[src/rtl/instr_fetch_queue.sv]
// instr_fetch_queue: RV32I fetch stage with PC, in-order variable-latency imem requests, prefetch FIFO, redirect flush; IF_PERF_CNT_EN adds perf counters
module instr_fetch_queue #(
  parameter int XLEN = 32,
  parameter int DEPTH = 4,
  parameter int PC_STEP = 1,
  parameter logic [XLEN-1:0] RESET_PC = '0
) (
  input  logic            clk,
  input  logic            rst,
  output logic            imem_req,
  output logic [XLEN-1:0] imem_addr,
  input  logic            imem_gnt,
  input  logic            imem_rvalid,
  input  logic [XLEN-1:0] imem_rdata,
  input  logic            redirect_valid,
  input  logic [XLEN-1:0] redirect_pc,
  output logic            if_id_valid,
  input  logic            if_id_ready,
  output logic [XLEN-1:0] if_id_ir,
  output logic [XLEN-1:0] if_id_pc,
  output logic [XLEN-1:0] if_id_npc
`ifdef IF_PERF_CNT_EN
  ,
  output logic [31:0]     perf_fetched,
  output logic [31:0]     perf_stall,
  output logic [31:0]     perf_empty,
  output logic [31:0]     perf_flush
`endif
);
  localparam int AW = $clog2(DEPTH);
  localparam int CW = AW + 1;
  logic [XLEN-1:0] fetch_pc;
  logic [CW-1:0] outstanding, kill, count;
  logic [AW-1:0] wr_ptr, rd_ptr, tag_wr, tag_rd;
  logic [XLEN-1:0] fifo_ir [DEPTH];
  logic [XLEN-1:0] fifo_pc [DEPTH];
  logic [XLEN-1:0] tag_pc [DEPTH];
  logic accept, drop, push, pop;
  assign imem_req = !rst && !redirect_valid && (({1'b0, outstanding} + {1'b0, count}) < (CW+1)'(DEPTH));
  assign imem_addr = fetch_pc;
  assign accept = imem_req && imem_gnt;
  assign drop = imem_rvalid && kill != '0;
  assign push = imem_rvalid && kill == '0 && !redirect_valid;
  assign if_id_valid = count != '0;
  assign pop = if_id_valid && if_id_ready;
  assign if_id_ir = if_id_valid ? fifo_ir[rd_ptr] : '0;
  assign if_id_pc = if_id_valid ? fifo_pc[rd_ptr] : '0;
  assign if_id_npc = if_id_valid ? fifo_pc[rd_ptr] + XLEN'(PC_STEP) : '0;
  always_ff @(posedge clk) begin
    if (accept) tag_pc[tag_wr] <= fetch_pc;
    if (push) begin
      fifo_ir[wr_ptr] <= imem_rdata;
      fifo_pc[wr_ptr] <= tag_pc[tag_rd];
    end
  end
  always_ff @(posedge clk) begin
    if (rst) begin
      fetch_pc <= RESET_PC;
      outstanding <= '0;
      kill <= '0;
      count <= '0;
      wr_ptr <= '0;
      rd_ptr <= '0;
      tag_wr <= '0;
      tag_rd <= '0;
    end else if (redirect_valid) begin
      fetch_pc <= redirect_pc;
      outstanding <= outstanding - CW'(imem_rvalid);
      kill <= outstanding - CW'(imem_rvalid);
      count <= '0;
      rd_ptr <= wr_ptr;
      tag_rd <= tag_wr;
    end else begin
      outstanding <= outstanding + CW'(accept) - CW'(imem_rvalid);
      count <= count + CW'(push) - CW'(pop);
      if (accept) begin
        fetch_pc <= fetch_pc + XLEN'(PC_STEP);
        tag_wr <= tag_wr + 1'b1;
      end
      if (drop) kill <= kill - 1'b1;
      if (push) begin
        wr_ptr <= wr_ptr + 1'b1;
        tag_rd <= tag_rd + 1'b1;
      end
      if (pop) rd_ptr <= rd_ptr + 1'b1;
    end
  end
`ifdef IF_PERF_CNT_EN
  always_ff @(posedge clk) begin
    if (rst) begin
      perf_fetched <= '0;
      perf_stall <= '0;
      perf_empty <= '0;
      perf_flush <= '0;
    end else begin
      perf_fetched <= perf_fetched + 32'(pop && perf_fetched != '1);
      perf_stall <= perf_stall + 32'(if_id_valid && !if_id_ready && perf_stall != '1);
      perf_empty <= perf_empty + 32'(!if_id_valid && perf_empty != '1);
      perf_flush <= perf_flush + 32'(redirect_valid && perf_flush != '1);
    end
  end
`endif
`ifndef SYNTHESIS
  assert property (@(posedge clk) disable iff (rst) imem_rvalid |-> outstanding != '0);
  assert property (@(posedge clk) disable iff (rst) (push && !pop) |-> count != CW'(DEPTH));
`endif
endmodule

[config.mk]
export PLATFORM = sky130hd
export DESIGN_NAME = instr_fetch_queue
export DESIGN_NICKNAME = d
export VERILOG_FILES = /design/src/rtl/instr_fetch_queue.sv
export SDC_FILE = /design/constraint.sdc
export NUM_CORES = 1
export LEC_CHECK = 0
export ABC_AREA = 1
export CAP_MARGIN = 20
export CORE_ASPECT_RATIO = 1.1
export CORE_MARGIN = 10
export CORE_UTILIZATION = 60
export DETAILED_ROUTE_END_ITERATION = 8
export GPL_TIMING_DRIVEN = 0
export PLACE_DENSITY = 0.82
export REMOVE_ABC_BUFFERS = 1
export SETUP_SLACK_MARGIN = 0.2
export SLEW_MARGIN = 10
export SYNTH_ARGS = -nofsm -noshare
export SYNTH_HDL_FRONTEND = slang
export SYNTH_SLANG_ARGS = --single-unit
[constraint.sdc]
create_clock -name clk -period 14.57 [get_ports clk]
set_input_delay 2.914 -clock clk [delete_from_list [all_inputs] [get_ports clk]]
set_output_delay 2.914 -clock clk [all_outputs]
set_load 0.02 [all_outputs]
==> out/results.tsv <==
stage	metric	value	unit
detailed_routing	Routed Antenna Nets	0	
final_layout	FF+latch area	12600	um2
outcome	status	finished, final reports clean	
global_route	grt ovf	0	
detailed_routing	Vias/cell	5.68	
clock_network	CTS buffer count	42	
worst_setup_path	Setup crit end kind	primary output	
hold_path	Hold WC Path Type	reg2reg	
yosys	Unique masters post-synth	34	
worst_setup_path	CP Depth	6	
power	Lkg Pwr	8.57	nW
clock_network	clock buffer depth	3	
yosys	largest area contributor in the netlist	edfxtp_1	
clock_network	Hold Buf Count CTS	0	
yosys	largest cells by area after synthesis	edfxtp_1 (59%), nand2_1 (9.7%), nor2_1 (6.8%), dfxtp_1 (5.4%), o21ai_0 (4.4%)	
final_layout	Design Area, Final	23400	um2
clock_network	Root Buffer	clkbuf_16	
yosys	post-synthesis sequential area ratio	64.5	%
worst_setup_path	CP dominant cell by count	clkdlybuf4s50_1	
global_route	largest net degree at the start of global routing	88	
global_route	GR Util All Layers	23.4	%
power	total power	0.00290	W
detailed_routing	WL met1	18800	um
clock_network	# clock sinks	437	
worst_setup_path	crit-path max cell delay	0.67	ns
yosys	share of the synthesized area in the top cell type	59.1	%
worst_setup_path	Setup CP Type	in2out	
floorplan	Die X	192	um
worst_setup_path	CP Data Required Time	11.66	ns
yosys	Synth warnings	0	
power	Pwr per Cell Area	124	nW/um2
clock_network	setup bufs post-CTS	0	
clock_network	CTS tree	done	
final_layout	fin nets	2269	
detailed_routing	Pre-Repair DR Iteration Count	8	
detailed_routing	starting DRC count in detailed routing	1290	
placed_design	Placer Congestion	0.885	
placed_design	Detailed Place HPWL	31800	um
final_layout	Multi-input gate area	6100	um2
detailed_routing	vias	15000	
detailed_routing	Wirelength per Cell	18.4	um
final_layout	# diodes	0	
yosys	Most used DFF post-synth	edfxtp_1	
power	maximum VDD drop	0.0720	mV
clock_network	Post-CTS Resized	0	
clock_network	Skew-Pair Late Insertion Delay	0.53	ns
yosys	Synth Area per Inst	9.78	um2
yosys	Post-Synthesis Cells	1996	
worst_setup_path	worst path arrival time	5.33	ns
yosys	top-count cell post-synth	nand2_1	
floorplan	Starting Density	60.6	%
timing	worst slew pin tran	0.977	ns
worst_setup_path	CP Cell Sequence	clkdlybuf4s50_1, buf_6, inv_1, nand2_2, nor3_1, clkdlybuf4s50_1	
final_layout	Fill cells	2138	
worst_setup_path	worst-path maximum fanout	20	
final_layout	P&R area growth vs syn	20.1	%
floorplan	Row Count	69	
placed_design	pre-CTS setup slack	5.93	ns
job	max_cap viols	0	
timing	Final TNS setup	0	ns
yosys	post-synthesis register bit count	437	
final_layout	Final Core Density	72.8	%
worst_setup_path	Worst setup SP type	input port	
floorplan	# IOs	200	
worst_setup_path	cell family with most CP delay	buffers and inverters	
floorplan	Die Area	40100	um2
timing	skew final	0.0114	ns
floorplan	Die H	209	um
clock_network	Reg clk slew, reported paths	0.06	ns
timing	max-slew violations	0	
yosys	list of most frequent post-synthesis cells	nand2_1 (506), edfxtp_1 (384), nor2_1 (354), o21ai_0 (170), inv_1 (120)	
detailed_routing	Post-route DRC	0	
timing	RSZ-0062 raised after global routing	no	
yosys	number of synthesized flops with an enable pin	384	
timing	crit path time final	8.24	ns
placed_design	input/output buffers	199	
hold_path	hold depth	2	
worst_setup_path	Buf/Inv on CP	4	
detailed_routing	met3 routed WL	4340	um
timing	f_max	121	MHz
timing	final setup fails	0	
yosys	synthesized area	19500	um2
clock_network	htree depth	2	
floorplan	core area	32200	um2
worst_setup_path	CP max stage cell	clkdlybuf4s50_1	
global_route	initial antenna violation count	0	
detailed_routing	final wirelength	48600	um
detailed_routing	top sig layer	met4	
timing	Hold Violations, Final	0	
global_route	vias in the first global route	14500	
worst_setup_path	Reg2Reg Depth	9	
yosys	Synth async-reset ratio	0	%
placed_design	DP Area	22200	um2
global_route	first-pass GRT wire length	75400	um
final_layout	layout cells sized above 1	5.07	%
timing	worst relative slew slack	34.8	%
detailed_routing	Routed met2 length	23700	um
timing	fraction of the cycle the final worst path needs	56.6	%
timing	fin worst setup slack	6.33	ns
flip-flops by register name (all words and copies together), names as in the netlist, named ones only:
| signal | cells |
|---|---|
| tag_pc | 128 |
| outstanding | 3 |
| rd_ptr | 2 |
| wr_ptr | 2 |
| fifo_ir | 128 |
| count | 3 |
| imem_addr | 32 |
| kill | 3 |
| fifo_pc | 128 |
| tag_wr | 2 |
| tag_rd | 2 |
path summary, 6_finish.rpt:
check                                          start                    endpoint  slack (ns)
worst max register to register   count[1]$_SDFF_PP0_  imem_addr[30]$_SDFFE_PP0P_       11.37
worst max-delay path                  redirect_valid                    imem_req        6.33
worst min register to register  kill[2]$_SDFFE_PP0P_        kill[2]$_SDFFE_PP0P_        0.51
worst min-delay path            kill[2]$_SDFFE_PP0P_        kill[2]$_SDFFE_PP0P_        0.51
cell usage in the layout, fill, tap and decap left out, types with 2 or more instances in the layout:
cell type,n
xnor2_1,4
nand4_1,4
clkinvlp_4,2
dfxtp_1,50
ha_1,20
a31oi_1,18
or2_2,2
clkbuf_16,43
inv_1,120
clkinv_2,7
dfxtp_4,2
inv_2,2
buf_16,5
nor2_2,6
nand3_1,97
o22ai_1,33
nor2_1,346
buf_8,2
buf_4,6
nand2_2,4
nand2_1,506
and2_1,2
buf_12,13
xor2_1,17
nor2_4,10
o211ai_1,5
o21ai_0,170
clkinv_1,4
a21oi_1,79
fa_1,2
edfxtp_1,384
inv_6,2
clkdlybuf4s50_1,199
nor3_1,13
clkbuf_1,19
power breakdown:
group	total, W	internal [W]	switching (W)
registers	0.00145	0.00141	0.0000351
clock network	0.000996	0.000565	0.000431
logic	0.000458	0.000162	0.000296
total	0.00290	0.00214	0.000761
area by class of cell:
class,count,share of cell area (%)
sequential,437,53.8
inverter,126,2.05
clock inverter,14,0.443
clock buffer,62,4.89
multi-input combinational,1344,26.0
timing repair buffer,226,10.6
tap,426,2.27
worst register-to-register path, delay by kind of cell, from the launching register on:
family / cells / cell delay [ns]
simple gates: 5 / 1.12
flops: 1 / 0.41
buf+inv: 1 / 0.98
compound gates: 2 / 0.31
fa+ha+maj: 1 / 0.27
layer usage:
metal  up-vias  global-route usage, %
li1       7093                      -
met1      7039                   29.0
met2       702                   39.6
met3       124                   4.46
met4         0                   9.41
met5         -                      0
logic make-up (layout without fill, tap and decap cells):
family | count (synthesis) | count (layout) | synth area share [%]
AO/OA/AOI/OAI | 310 | 310 | 8.41
XOR/XNOR | 21 | 21 | 0.942
adder cells (fa/ha/maj) | 22 | 22 | 1.49
buffers and inverters | 215 | 428 | 4.55
flip-flops | 437 | 437 | 64.5
AND/OR/NAND/NOR | 991 | 991 | 20.1
per-stage QoR:
step                cells  hold WS (ns)
global placement     2532         0.484
floorplan            1907         0.459
finish               2635         0.506
global route         2635         0.520
CTS                  2633         0.501
detailed placement   2557         0.491
(Power assumes the default switching activity.)
